File: src/rtl/mod3_residue_tx.sv
// Purpose : serial mod-3 link transmitter; shifts a W-bit word MSB-first, then a 2-bit check
//           field that makes the whole (W+2)-bit frame divisible by 3.
// Latency : first serial bit appears 1 clock after accept; a frame is W+2 contiguous bits.
// Backpr. : in_ready only in IDLE or on the last check bit (allows back-to-back frames);
//           in_valid while in_ready=0 is ignored and the word is not taken.
// Ports   : clk, rst (sync, active-high) | in_valid/in_data/in_ready word handshake |
//           ser_out/ser_valid serial bit, frame_last on final check bit, busy = frame mid-way.
module mod3_residue_tx #(
   parameter int W = 8
) (
   input  logic         clk,
   input  logic         rst,
   input  logic         in_valid,
   input  logic [W-1:0] in_data,
   output logic         in_ready,
   output logic         ser_out,
   output logic         ser_valid,
   output logic         frame_last,
   output logic         busy
);

   localparam int CW = (W > 1) ? $clog2(W) : 1;

   typedef enum logic [1:0] {IDLE, SHIFT, CHK1, CHK0} state_t;

   state_t          state;
   logic [W-1:0]    sr;       // sr[W-1] is the bit currently on ser_out while in SHIFT
   logic [CW-1:0]   cnt;      // data bits remaining after the current one
   logic [1:0]      r;        // residue of the data bits already sent, mod 3

   logic            accept;
   logic [W-1:0]    sr_shl;
   logic [1:0]      r_next;
   logic [1:0]      chk_next; // check field from the residue including the current bit
   logic [1:0]      chk_cur;  // check field from the final registered residue

   // Check field c = (3 - r) mod 3
   function automatic logic [1:0] check_of(input logic [1:0] res);
      case (res)
         2'd1:    check_of = 2'b10;
         2'd2:    check_of = 2'b01;
         default: check_of = 2'b00;
      endcase
   endfunction

   always_comb begin
      in_ready = (state == IDLE) || (state == CHK0);
      accept   = in_valid && in_ready;
      sr_shl   = sr << 1;
      // (2*r + bit) mod 3 as a lookup, so r never reaches 3
      case ({r, sr[W-1]})
         3'b000:  r_next = 2'd0;
         3'b001:  r_next = 2'd1;
         3'b010:  r_next = 2'd2;
         3'b011:  r_next = 2'd0;
         3'b100:  r_next = 2'd1;
         3'b101:  r_next = 2'd2;
         default: r_next = 2'd0;
      endcase
      chk_next = check_of(r_next);
      chk_cur  = check_of(r);
   end

   assign busy = ser_valid && !frame_last;

   always_ff @(posedge clk) begin
      if (rst) begin
         state      <= IDLE;
         sr         <= '0;
         cnt        <= '0;
         r          <= 2'd0;
         ser_out    <= 1'b0;
         ser_valid  <= 1'b0;
         frame_last <= 1'b0;
      end else begin
         case (state)
            // IDLE and CHK0 share the accept path; CHK0 reload gives gap-free frames
            IDLE, CHK0: begin
               if (accept) begin
                  state      <= SHIFT;
                  sr         <= in_data;
                  r          <= 2'd0;
                  cnt        <= CW'(W - 1);
                  ser_out    <= in_data[W-1];
                  ser_valid  <= 1'b1;
                  frame_last <= 1'b0;
               end else begin
                  state      <= IDLE;
                  ser_out    <= 1'b0;
                  ser_valid  <= 1'b0;
                  frame_last <= 1'b0;
               end
            end
            SHIFT: begin
               r <= r_next;
               if (cnt == '0) begin
                  state   <= CHK1;
                  ser_out <= chk_next[1];
               end else begin
                  sr      <= sr_shl;
                  ser_out <= sr_shl[W-1];
                  cnt     <= cnt - CW'(1);
               end
            end
            CHK1: begin
               state      <= CHK0;
               ser_out    <= chk_cur[0];
               frame_last <= 1'b1;
            end
            default: begin
               state      <= IDLE;
               ser_out    <= 1'b0;
               ser_valid  <= 1'b0;
               frame_last <= 1'b0;
            end
         endcase
      end
   end

endmodule

File: config.mk
export PLATFORM = sky130hd
export DESIGN_NAME = mod3_residue_tx
export DESIGN_NICKNAME = d
export VERILOG_FILES = /design/src/rtl/mod3_residue_tx.sv
export SDC_FILE = /design/constraint.sdc
export NUM_CORES = 1
export LEC_CHECK = 0
export ABC_CLOCK_PERIOD_IN_PS = 2800
export CAP_MARGIN = 25
export CORE_ASPECT_RATIO = 0.8
export CORE_UTILIZATION = 56
export DETAILED_ROUTE_END_ITERATION = 10
export PLACE_DENSITY = 0.83
export SLEW_MARGIN = 10
export SYNTH_ARGS = -nofsm -noshare
export SYNTH_HDL_FRONTEND = slang
export SYNTH_SLANG_ARGS = --single-unit
File: constraint.sdc
create_clock -name clk -period 2.8 [get_ports clk]
set_clock_uncertainty 0.1 [all_clocks]
set_input_delay 0.42 -clock clk [delete_from_list [all_inputs] [get_ports clk]]
set_output_delay 0.42 -clock clk [all_outputs]
set_load 0.02 [all_outputs]
==> impl.org, run 1 <==
** Finish
- From synthesis to final layout, the design area changed by 15.7%.
- Most common cell after layout, fill and taps aside :: sky130_fd_sc_hd__dfxtp_1
- Most frequent cells in the layout :: 18 x sky130_fd_sc_hd__dfxtp_1, 15 x sky130_fd_sc_hd__clkdlybuf4s50_1, 10 x sky130_fd_sc_hd__mux2i_1, 10 x sky130_fd_sc_hd__a21oi_1, 6 x sky130_fd_sc_hd__a211oi_1
- End-of-flow core utilization :: 70.6%
- Post-route cell area :: between 0.001 and 0.0015 mm2
- Final Net Count :: roughly 130
- Antenna diode count :: 0
- Layout cells sized above 1 :: 10.3%

** Drt
- Before antenna repair, the detailed router went through 4 iterations.
- Number of design rule violations left after detail routing :: 0
- The routed layout has approximately 820 vias.
- Initial drt markers :: 14
- After detailed routing, the total wire length is roughly 2200 um.
- In this run the remaining antenna-violating nets after routing total 0.
- Number of vias per cell :: 5.91
- Dividing the detail-routed wire length by the instance count gives about 16 um.

** Timing
- Final clock period utilization by the worst path :: about nine tenths
- FMAX :: between 300 and 400 MHz
- Final hold violations :: 0
- Setup violations remaining at the end of the flow were counted as 0.
- Setup TNS :: 0 ns
- Setup repair after global routing left no endpoint under its margin.
- Setup slack closes at 0.290 ns.
- The worst pin sits at a relative slew slack of about half.
- Tightest Pin Transition :: approximately 0.74 ns
- Hold WS :: approximately 0.40 ns
- Final Max Slew Viols :: 0
- Post-route minimum period :: 2.51 ns

** Floorplan
- The die covers between 0.002 and 0.0025 mm2.
- The core region is between 0.0015 and 0.002 mm2.
- Standard-cell row count :: 13
- Initial standard-cell utilization of the core :: between 60% and 70%
- For this design the top-level I/O count stands at 16.
- In this run the horizontal extent of the chip is 49.8 um.
- Floorplan die height :: slightly above 40 um

** Power and ir drop
- Worst supply voltage drop on vdd :: 0.605 mV
- Static Leakage :: 0.464 nW
- In this run the power density over the cells is between 1000 and 1500 mW/mm2.

** Logic synthesis
- Synth top area share :: 35.3%
- Share of synthesized flip-flops with an asynchronous set or reset :: 0%
- In this run, synthesis inferred 0 flip-flops with an integrated enable.
- By area the synthesized netlist is led by sky130_fd_sc_hd__dfxtp_1 35%, sky130_fd_sc_hd__mux2i_1 9.8%, sky130_fd_sc_hd__ha_1 6.1%, sky130_fd_sc_hd__a21oi_1 4.9%, sky130_fd_sc_hd__a211oi_1 4.4%.
- Counting flops and latches in the post-synthesis netlist gives 18.
- Counting distinct cell types in the post-synthesis netlist gives 36.
- Number of nets produced by synthesis :: approximately 120
- In this run the mean area of a mapped cell was 9.92 um2.
- Yosys Warn Count :: 0
- Gate Count Post-Synth :: approximately 100
- Summing every instance area after synthesis gives around 0.0010 mm2.
- The most used flip-flop cell after synthesis is sky130_fd_sc_hd__dfxtp_1.
- Summed over all instances, the cell type with the most area after synthesis is sky130_fd_sc_hd__dfxtp_1.
- Part of the Yosys area used for sequential elements :: between 30% and 40%

** CTS
- # H-tree levels :: 1
- Counting every sink on the clock net gives 18.
- In this run, post-CTS repair resized a total of 0 instances.
- The clock passes through at most 2 buffers.
- The tree is rooted in a sky130_fd_sc_hd__clkbuf_4.
- Inserted Clock Buffers :: 3
- Latest clock arrival within the worst-skew pair :: 0.29 ns
- TritonCTS clock tree :: done
- Post-CTS Setup Bufs :: 0
- In this run, post-CTS hold repair placed 0 buffers.
- Worst-path clk slew :: approximately 0.10 ns

** Place
- Worst-case setup slack after placement :: about 0.64 ns
- Summing all placed instances gives a cell area of between 0.001 and 0.0015 mm2.
- Count of buffers from port buffering :: 15
- The congestion estimate from routability-driven global placement came to ~0.77.
- The HPWL after detailed placement is around 1500 um.

** Worst setup path
- STA puts the critical path data arrival time at roughly 2.0 ns.
- The worst register-to-register path begins at state[1].
- Critical Path Source Type :: register
- Worst Reg2Reg Path Length in Cells :: 6
- Critical Setup Path Class :: reg -> out
- The setup check on the worst reg-to-reg path leaves a slack of 0.73 ns.
- STA classifies the critical path endpoint as an output pin.
- Critical path peak fanout :: 13
- Required @ worst endpoint :: about 2.3 ns
- In this run the critical register-to-register path is captured at ser_out.

** Global routing
- Global routing used 24.3% of the available tracks.
- Via count of the first global-routing pass :: around 750
- Number of antenna violations at the first check in global routing :: 0
- The first global-routing pass estimated about 3500 um of wire.
- Pin count of the biggest net entering global routing :: 20
- After global routing the overflow that remains totals 0.

** Min path
- Instance count along the most critical hold path :: 2
- The startpoint identified for the worst hold timing path is sr[0].
- Worst Hold Endpoint :: sr[0]
- In this run the worst hold path is classified as reg -> reg.

** Run status
- Status :: completed

** Flow run
- The tool flagged a number of max-cap violations equal to 0.
per-stage QoR:
stage	std cells	total power, mW
after floorplan	103	0.999
after global placement	135	1.11
after detailed placement	135	1.15
after CTS	138	1.28
after global routing	138	1.37
final	138	1.29
Yosys cell counts (all sizes together) (2+ instances only):
cell type	instances
dfxtp	18
a21oi	11
mux2i	10
a211oi	9
buf	5
ha	5
nor2	5
inv	4
a311oi	3
nand2	3
nand3	3
a21boi	2
a221oi	2
and2b	2
and3	2
and3b	2
nand2b	2
nor2b	2
o21ai	2
worst max path at each step:
stage,start,to,slack (ns),cells past startpoint
floorplan,state[0],cnt[0],1.02,6
global placement,state[0],in_ready,0.71,3
detailed placement,state[0],in_ready,0.64,3
CTS,state[0],in_ready,0.31,3
global route,state[0],in_ready,0.19,3
finish,state[0],in_ready,0.29,3
routing by layer:
layer	vias to the layer above	track usage, %	wire [um]
met1	381	29.8	1030
met3	4	7.20	87
met4	0	7.86	21
met5	-	0	0
met2	19	42.2	1040
li1	411	-	-
power by group:
| group | switching (mW) | internal [mW] | total (mW) |
|---|---|---|---|
| registers | 0.0716 | 0.351 | 0.422 |
| logic | 0.414 | 0.324 | 0.738 |
| clock network | 0.0763 | 0.0501 | 0.126 |
| total | 0.562 | 0.724 | 1.29 |
logic make-up after synthesis:
family                   share of synthesized area, %
AO/OA/AOI/OAI                                    24.7
XOR/XNOR                                        0.857
adder cells (fa/ha/maj)                          6.12
buffers and inverters                            6.12
flip-flops                                       35.3
multiplexers                                     11.3
AND/OR/NAND/NOR                                  15.7
worst max-delay path: stages (launching register included):
cell,delay (ns)
sky130_fd_sc_hd__dfxtp_1,0.37
sky130_fd_sc_hd__inv_1,0.07
sky130_fd_sc_hd__ha_1,0.56
sky130_fd_sc_hd__clkdlybuf4s50_1,0.69
area by class of cell:
type,instances,area (um2)
Sequential cell,18,360
Timing Repair Buffer,16,158
Inverter,4,15.0
Clock buffer,3,22.5
Multi-Input combinational cell,75,599
Tap cell,22,27.5
Fill cell,132,493
state kept, by name (all words and copies together), names as in the netlist:
register    count
ser_valid       1
state           2
sr              8
cnt             3
ser_out         1
frame_last      1
r               2
Note: power is estimated with default switching activity, not from simulation.
==> run 2: changes to the inputs <==
--- a/config.mk
+++ b/config.mk
@@ -8,9 +8,10 @@
 export ABC_CLOCK_PERIOD_IN_PS = 2800
 export CAP_MARGIN = 25
 export CORE_ASPECT_RATIO = 0.8
-export CORE_UTILIZATION = 56
+export CORE_UTILIZATION = 35
 export DETAILED_ROUTE_END_ITERATION = 10
-export PLACE_DENSITY = 0.83
+export DONT_BUFFER_PORTS = 1
+export SKIP_LAST_GASP = 1
 export SLEW_MARGIN = 10
 export SYNTH_ARGS = -nofsm -noshare
 export SYNTH_HDL_FRONTEND = slang
==> impl.org, run 2 (synthesis results as in run 1) <==
** CTS
- The quantity of hold-fixing buffers added after cts was 0 (unchanged).
- Worst-path clk slew :: 0.10 ns (about the same)
- The number of buffers added for setup after CTS was 0 (unchanged).
- # H-tree levels :: 1 (unchanged)
- The CTS buffer count came to 3 (unchanged).
- The clock sink count is 18 (unchanged).
- Clk root buf :: sky130_fd_sc_hd__clkbuf_4 (unchanged)
- The clock latency reported for the late side of the worst-skew pair is 0.30 ns (was 0.29 ns).
- The clock tree from TritonCTS was done (unchanged).
- The quantity of gates resized following cts was 0 (unchanged).
- The maximum root-to-sink buffer count came to 2 (unchanged).

** Worst setup path
- Origin of the worst setup path :: state[0] (unchanged)
- The arrival time of the worst setup path came to 2.19 ns (was 1.99 ns).
- Critical Path Source Type :: register (unchanged)
- The worst setup path category is reg -> reg (was reg -> out).
- Critical path peak fanout :: 13 (unchanged)
- The startpoint of the worst register-to-register path was state[0] (was state[1]).
- Required @ worst endpoint :: 2.92 ns (was 2.28 ns)
- The category of the worst setup path capture point was a register (was output pin).

** Floorplan
- The die footprint is 0.00314 mm2 (was 0.00200 mm2).
- The initial core utilization is 37.0% (was 61.0%).
- The number of top-level pins came to 16 (unchanged).
- The cell row count was 17 (was 13).
- Floorplan die height :: 50.3 um (was 40.2 um)
- The chip width is 62.4 um (was 49.8 um).
- The placeable core region was 0.00277 mm2 (was 0.00168 mm2).

** Drt
- Length of the first detailed-routing pass in iterations :: 4 (unchanged)
- Initial drt markers :: 16 (was 14)
- Number of vias per cell :: 5.42 (was 5.91)
- Number of design rule violations left after detail routing :: 0 (unchanged)
- The wire length reported by the detailed router came to 1950 um (was 2170 um).
- Detailed-route wire length per cell :: 13.9 um (was 15.8 um)
- The number of vias after detailed routing came to 759 (was 815).
- Number of nets still failing antenna checks after routing :: 0 (unchanged)

** Finish
- The leading cell type in the layout, fill and taps excluded is sky130_fd_sc_hd__dfxtp_1 (unchanged).
- The share of layout cells above drive strength 1 is 12.7% (was 10.3%).
- Area grow syn2layout :: 4.28% (was 15.7%)
- Registers with the most flip-flops :: sr (8), cnt (3) (unchanged)
- Largest register FFs :: 8 (unchanged)
- Filler cell count in the final layout :: 290 (was 132)
- Most frequent cells in the layout :: 18 x sky130_fd_sc_hd__dfxtp_1, 10 x sky130_fd_sc_hd__mux2i_1, 10 x sky130_fd_sc_hd__a21oi_1 (was 18 x sky130_fd_sc_hd__dfxtp_1, 15 x sky130_fd_sc_hd__clkdlybuf4s50_1, 10 x sky130_fd_sc_hd__mux2i_1, 10 x sky130_fd_sc_hd__a21oi_1, 6 x sky130_fd_sc_hd__a211oi_1)
- Final Net Count :: 119 (was 134)
- Antenna diode count :: 0 (unchanged)
- Largest Register :: sr (unchanged)
- The core utilization of the finished layout is 38.6% (was 70.6%).

** Timing
- The share of the cycle needed by the critical path after routing is 73.8% (was 89.6%).
- Setup-failing EPs final :: 0 (unchanged)
- The worst slew margin relative to its limit came to 63.3% (was 50.4%).
- Final hold violations :: 0 (unchanged)
- The aggregate negative setup slack came to 0 ns (unchanged).
- The pin slew with the least headroom to its limit is 0.550 ns (was 0.742 ns).
- Setup repair after global routing missed its margin :: false (unchanged)
- Post-route minimum period :: 2.07 ns (was 2.51 ns)
- Final Max Slew Viols :: 0 (unchanged)
- FMAX :: 484 MHz (was 398 MHz)

** Global routing
- The via count of the first global-routing pass came to 654 (was 746).
- The aggregate global-route resource usage is 13.7% (was 24.3%).
- Total grt overflow :: 0 (unchanged)
- Pin count of the biggest net entering global routing :: 20 (unchanged)
- First-pass GRT wire length :: 3300 um (was 3480 um)
- The initial antenna violation count came to 0 (unchanged).

** Power and ir drop
- The leakage component of the power was 0.414 nW (was 0.464 nW).
- The maximum vdd ir drop is 0.430 mV (was 0.605 mV).
- The areal power density over the cells was 1160 mW/mm2 (was 1090 mW/mm2).

** Place
- Routability congestion estimate :: 0.805 (was 0.775)
- The number of port buffers is 0 (was 15).
- DP Wirelength :: 1380 um (was 1540 um)

** Min path
- The class of the tightest hold or removal check is in -> reg (was reg -> reg).
- Launch point of the worst hold path :: rst (was sr[0])

** Flow run
- The number of violations of the max-capacitance limit came to 0 (unchanged).

** Run status
- Status :: completed (unchanged)
==> run 2: cell count changes in the layout (fill, tap and decap cells not counted), sizes merged <==
cell,before,now
clkdlybuf4s50,15,0
clkbuf,3,4
==> run 2: area by class of cell <==
| cell class | instances | area, um2 | area share (%) |
|---|---|---|---|
| multi-input combinational | 75 | 599 | 56.2 |
| sequential | 18 | 360 | 33.8 |
| tap | 38 | 47.5 | 4.46 |
| clock buffer | 4 | 36.3 | 3.40 |
| inverter | 4 | 15.0 | 1.41 |
| timing repair buffer | 1 | 7.51 | 0.704 |
==> run 2: per-layer routing <==
layer / up-vias / global-route usage [%] / routed length [um]
met5: - / 0 / 0
met4: 0 / 5.81 / 38
met3: 7 / 4.77 / 78
met2: 13 / 20.3 / 844
met1: 359 / 17.9 / 983
li1: 380 / - / -
==> run 2: through the flow <==
step	total power [mW]	hold slack, ns	instance area [um2]	instances	worst slack (ns)
2_1_floorplan	0.999	0.354	1020	103	1.02
3_3_place_gp	1.05	0.358	1030	136	0.869
3_5_place_dp	1.07	0.361	1030	136	0.757
4_1_cts	1.24	0.0579	1070	140	0.733
5_1_grt	1.33	0.0448	1070	140	0.613
6_report	1.23	0.0670	1070	140	0.733
==> run 2: final timing paths <==
kind	end	slack [ns]	cells after the start
setup reg to reg	sr[7]	0.73	5
setup / recovery	sr[7]	0.73	5
hold reg to reg	cnt[0]	0.38	1
hold / removal	cnt[0]	0.07	1
==> run 2: critical path, cell delays in order, from the launching register on <==
cell and delay [ns]:
sky130_fd_sc_hd__dfxtp_1 0.37, sky130_fd_sc_hd__inv_1 0.08, sky130_fd_sc_hd__ha_1 0.64, sky130_fd_sc_hd__mux2i_1 0.45, sky130_fd_sc_hd__a21oi_4 0.11, sky130_fd_sc_hd__a211oi_1 0.23
==> run 2: power by group <==
part           internal [mW]  switching [mW]
Clock                 0.0795          0.0854
Sequential             0.350          0.0780
Combinational          0.272           0.369
==> run 3: changes to the inputs <==
--- a/config.mk
+++ b/config.mk
@@ -5,7 +5,7 @@
 export SDC_FILE = /design/constraint.sdc
 export NUM_CORES = 1
 export LEC_CHECK = 0
-export ABC_CLOCK_PERIOD_IN_PS = 2800
+export ABC_CLOCK_PERIOD_IN_PS = 2000
 export CAP_MARGIN = 25
 export CORE_ASPECT_RATIO = 0.8
 export CORE_UTILIZATION = 35
==> constraint.sdc (replaced) <==
create_clock -name clk -period 2 [get_ports clk]
set_clock_uncertainty 0.1 [all_clocks]
set_input_delay 0.3 -clock clk [delete_from_list [all_inputs] [get_ports clk]]
set_output_delay 0.3 -clock clk [all_outputs]
set_load 0.02 [all_outputs]
==> impl.org, run 3 (synthesis results as in run 1) <==
** Floorplan
- Core area :: 0.00277 mm2 (unchanged)
- Die width :: 62.4 um (unchanged)
- The height of the die was 50.3 um (unchanged).
- The cell row count came to 17 (unchanged).
- The die footprint is 0.00314 mm2 (unchanged).
- Top-Level Pins :: 16 (unchanged)
- Initial standard-cell utilization of the core :: 37.0% (unchanged)

** CTS
- # H-tree levels :: 1 (unchanged)
- The clock latency reported for the late side of the worst-skew pair is 0.30 ns (about the same).
- The CTS buffer count is 3 (unchanged).
- The clock sink count came to 18 (unchanged).
- The clock tree from TritonCTS is done (unchanged).
- Clk root buf :: sky130_fd_sc_hd__clkbuf_4 (unchanged)
- PostCTS Resize Cnt :: 0 (unchanged)
- The clock transition at the registers of the reported paths came to 0.11 ns (was 0.10 ns).
- CTS max path bufs :: 2 (unchanged)
- The number of buffers added for setup after CTS is 0 (unchanged).

** Worst setup path
- Worst r2r src :: state[0] (unchanged)
- CP Depth :: 6 (was 5)
- The setup slack of the most critical reg-to-reg path came to 0.14 ns (was 0.73 ns).
- Critical path peak fanout :: 8 (was 13)
- Endpoint arrival time on the critical path :: 1.92 ns (was 2.19 ns)
- The terminus of the critical flop-to-flop path is state[0] (was sr[7]).
- The capture point of the worst path was state[0] (was sr[7]).
- The category of cells accounting for the largest share of critical-path delay is adder cells (unchanged).
- Critical Path Source Type :: register (unchanged)
- Crit path buf inv count :: 2 (was 1)
- The cell with the largest stage delay on the worst path is sky130_fd_sc_hd__ha_1 (unchanged).
- Worst path cell trace :: inv_1, ha_1, buf_4, and2b_1, a221oi_1, a311oi_1 (was inv_1, ha_1, mux2i_1, a21oi_4, a211oi_1)
- Endpoint class of the critical path :: register (unchanged)
- Required @ worst endpoint :: 2.07 ns (was 2.92 ns)
- Largest stage delay on the critical path :: 0.45 ns (was 0.64 ns)
- Worst Reg2Reg Path Length in Cells :: 6 (was 5)
- Critical Setup Path Class :: reg -> reg (unchanged)
- Origin of the worst setup path :: state[0] (unchanged)

** Power and ir drop
- Combinational cell fraction of total power :: 52.7% (was 51.9%)
- Switching Share :: 43.1% (about the same)
- Share of total power in sequential cells :: 34.2% (was 34.7%)
- The areal power density over the cells was 1610 mW/mm2 (was 1160 mW/mm2).
- The maximum vdd ir drop is 0.887 mV (was 0.430 mV).
- Sw Pwr :: 763 uW (was 532 uW)
- The clock share of power came to 13.1% (was 13.4%).
- The leakage component of the power is 0.432 nW (was 0.414 nW).
- Total internal power :: 1.01 mW (was 702 uW)

** Finish
- The largest register by flop count is sr (unchanged).
- The number of flip-flops under the largest register name is 8 (unchanged).
- Registers with the most flip-flops: sr (8), cnt (3) (unchanged).
- Most common cell after layout, fill and taps aside :: sky130_fd_sc_hd__dfxtp_1 (unchanged)
- Most frequent cells in the layout :: 18 x sky130_fd_sc_hd__dfxtp_1, 10 x sky130_fd_sc_hd__mux2i_1, 10 x sky130_fd_sc_hd__a21oi_1 (unchanged)
- The share of layout cells above drive strength 1 came to 14.2% (was 12.7%).
- Antenna diode count :: 0 (unchanged)
- Area grow syn2layout :: 7.71% (was 4.28%)
- The total area of multi-input combinational cells was 599 um2 (unchanged).
- The count of fill cells added during filler insertion was 299 (was 290).
- Final Net Count :: 123 (was 119)
- Storage element area :: 360 um2 (unchanged)

** Drt
- The number of vias after detailed routing came to 765 (was 759).
- The wire length reported by the detailed router came to 2030 um (was 1950 um).
- Number of design rule violations left after detail routing :: 0 (unchanged)
- The number of routed nets with antenna violations is 0 (unchanged).
- The starting DRC count in detailed routing came to 11 (was 16).
- The number of vias per cell after detailed routing came to 5.31 (was 5.42).
- The number of search-and-repair iterations in the first detailed-routing pass came to 4 (unchanged).
- Detailed-route wire length per cell :: 14.1 um (was 13.9 um)

** Flow run
- The number of violations of the max-capacitance limit is 0 (unchanged).

** Timing
- The final hold violation count was 0 (unchanged).
- Post-route minimum period :: 1.86 ns (was 2.07 ns)
- Setup-failing EPs final :: 0 (unchanged)
- Tightest Pin Transition :: 0.744 ns (was 0.550 ns)
- Setup repair after global routing missed its margin :: false (unchanged)
- Final clock period utilization by the worst path :: 92.9% (was 73.8%)
- The max-slew violation count is 0 (unchanged).
- The final critical-path setup slack came to 0.143 ns (was 0.733 ns).
- FMAX :: 538 MHz (was 484 MHz)
- Setup TNS :: 0 ns (unchanged)
- The worst slew margin relative to its limit is 50.2% (was 63.3%).

** Global routing
- First-pass GRT wire length :: 3600 um (was 3300 um)
- The aggregate global-route resource usage came to 14.7% (was 13.7%).
- Via count of the first global-routing pass :: 761 (was 654)
- The maximum number of pins on one net before global-route repair is 18 (was 20).
- Number of antenna violations at the first check in global routing :: 0 (unchanged)
- The total global routing overflow came to 0 (unchanged).

** Run status
- Status :: completed (unchanged)

** Place
- Worst-case setup slack after placement :: 0.189 ns (was 0.757 ns)
- Count of buffers from port buffering :: 0 (unchanged)
- The weighted congestion at the end of routability-driven global placement was 0.708 (was 0.805).
- DP Wirelength :: 1430 um (was 1380 um)

** Min path
- Kind of path behind the tightest hold check :: in -> reg (unchanged)
## run 3: routing by layer
| metal | vias up | wire (um) | global-route usage, % |
|---|---|---|---|
| li1 | 389 | - | - |
| met1 | 364 | 1020 | 19.8 |
| met2 | 10 | 910 | 22.1 |
| met3 | 2 | 82 | 5.45 |
| met4 | 0 | 17 | 3.49 |
| met5 | - | 0 | 0 |
## run 3: worst min-delay path by stage
stage,end,cells past startpoint,startpoint
finish,ser_valid,2,in_valid
global route,sr[0],2,rst
CTS,sr[0],1,rst
detailed placement,cnt[0],1,rst
global placement,sr[5],1,rst
floorplan,cnt[0],1,cnt[0]
## run 3: worst reg2reg max path, stage by stage (launching register included)
cell,delay [ns]
sky130_fd_sc_hd__dfxtp_1,0.38
sky130_fd_sc_hd__inv_1,0.07
sky130_fd_sc_hd__ha_1,0.45
sky130_fd_sc_hd__buf_4,0.23
sky130_fd_sc_hd__and2b_1,0.19
sky130_fd_sc_hd__a221oi_1,0.23
sky130_fd_sc_hd__a311oi_1,0.08
## run 3: layout make-up
class,count,area share (%)
clock buffers,4,3.30
well taps,38,4.32
inverters,4,1.36
flip-flops and latches,18,32.7
repair buffers,5,3.86
multi-input cells,75,54.4
## run 3: through the flow
stage          instance area (um2)  power (mW)  utilization (%)  cells  hold slack, ns
2_1_floorplan                 1020        1.40                -    103           0.354
3_3_place_gp                  1040        1.51             37.8    138           0.267
3_5_place_dp                  1040        1.54             37.8    138           0.269
4_1_cts                       1090        1.78             39.5    143         0.00647
5_1_grt                       1100        1.93             39.8    144          0.0855
6_report                      1100        1.77             39.8    144          0.0565
## run 3: timing repair
item | 4_1_cts | 5_1_grt
hold buffers | 1 | 1
endpoints found under the setup margin | 0 | 0
hold endpoints to repair | 17 | 1
## run 3: power by group through the flow
| stage | registers (mW) | logic, mW | clock network (mW) |
|---|---|---|---|
| after CTS | 0.604 | 0.933 | 0.239 |
| after detailed placement | 0.612 | 0.925 | 0 |
| final | 0.605 | 0.933 | 0.233 |
| after global routing | 0.622 | 1.05 | 0.257 |
| after floorplan | 0.584 | 0.815 | 0 |
| after global placement | 0.603 | 0.905 | 0 |
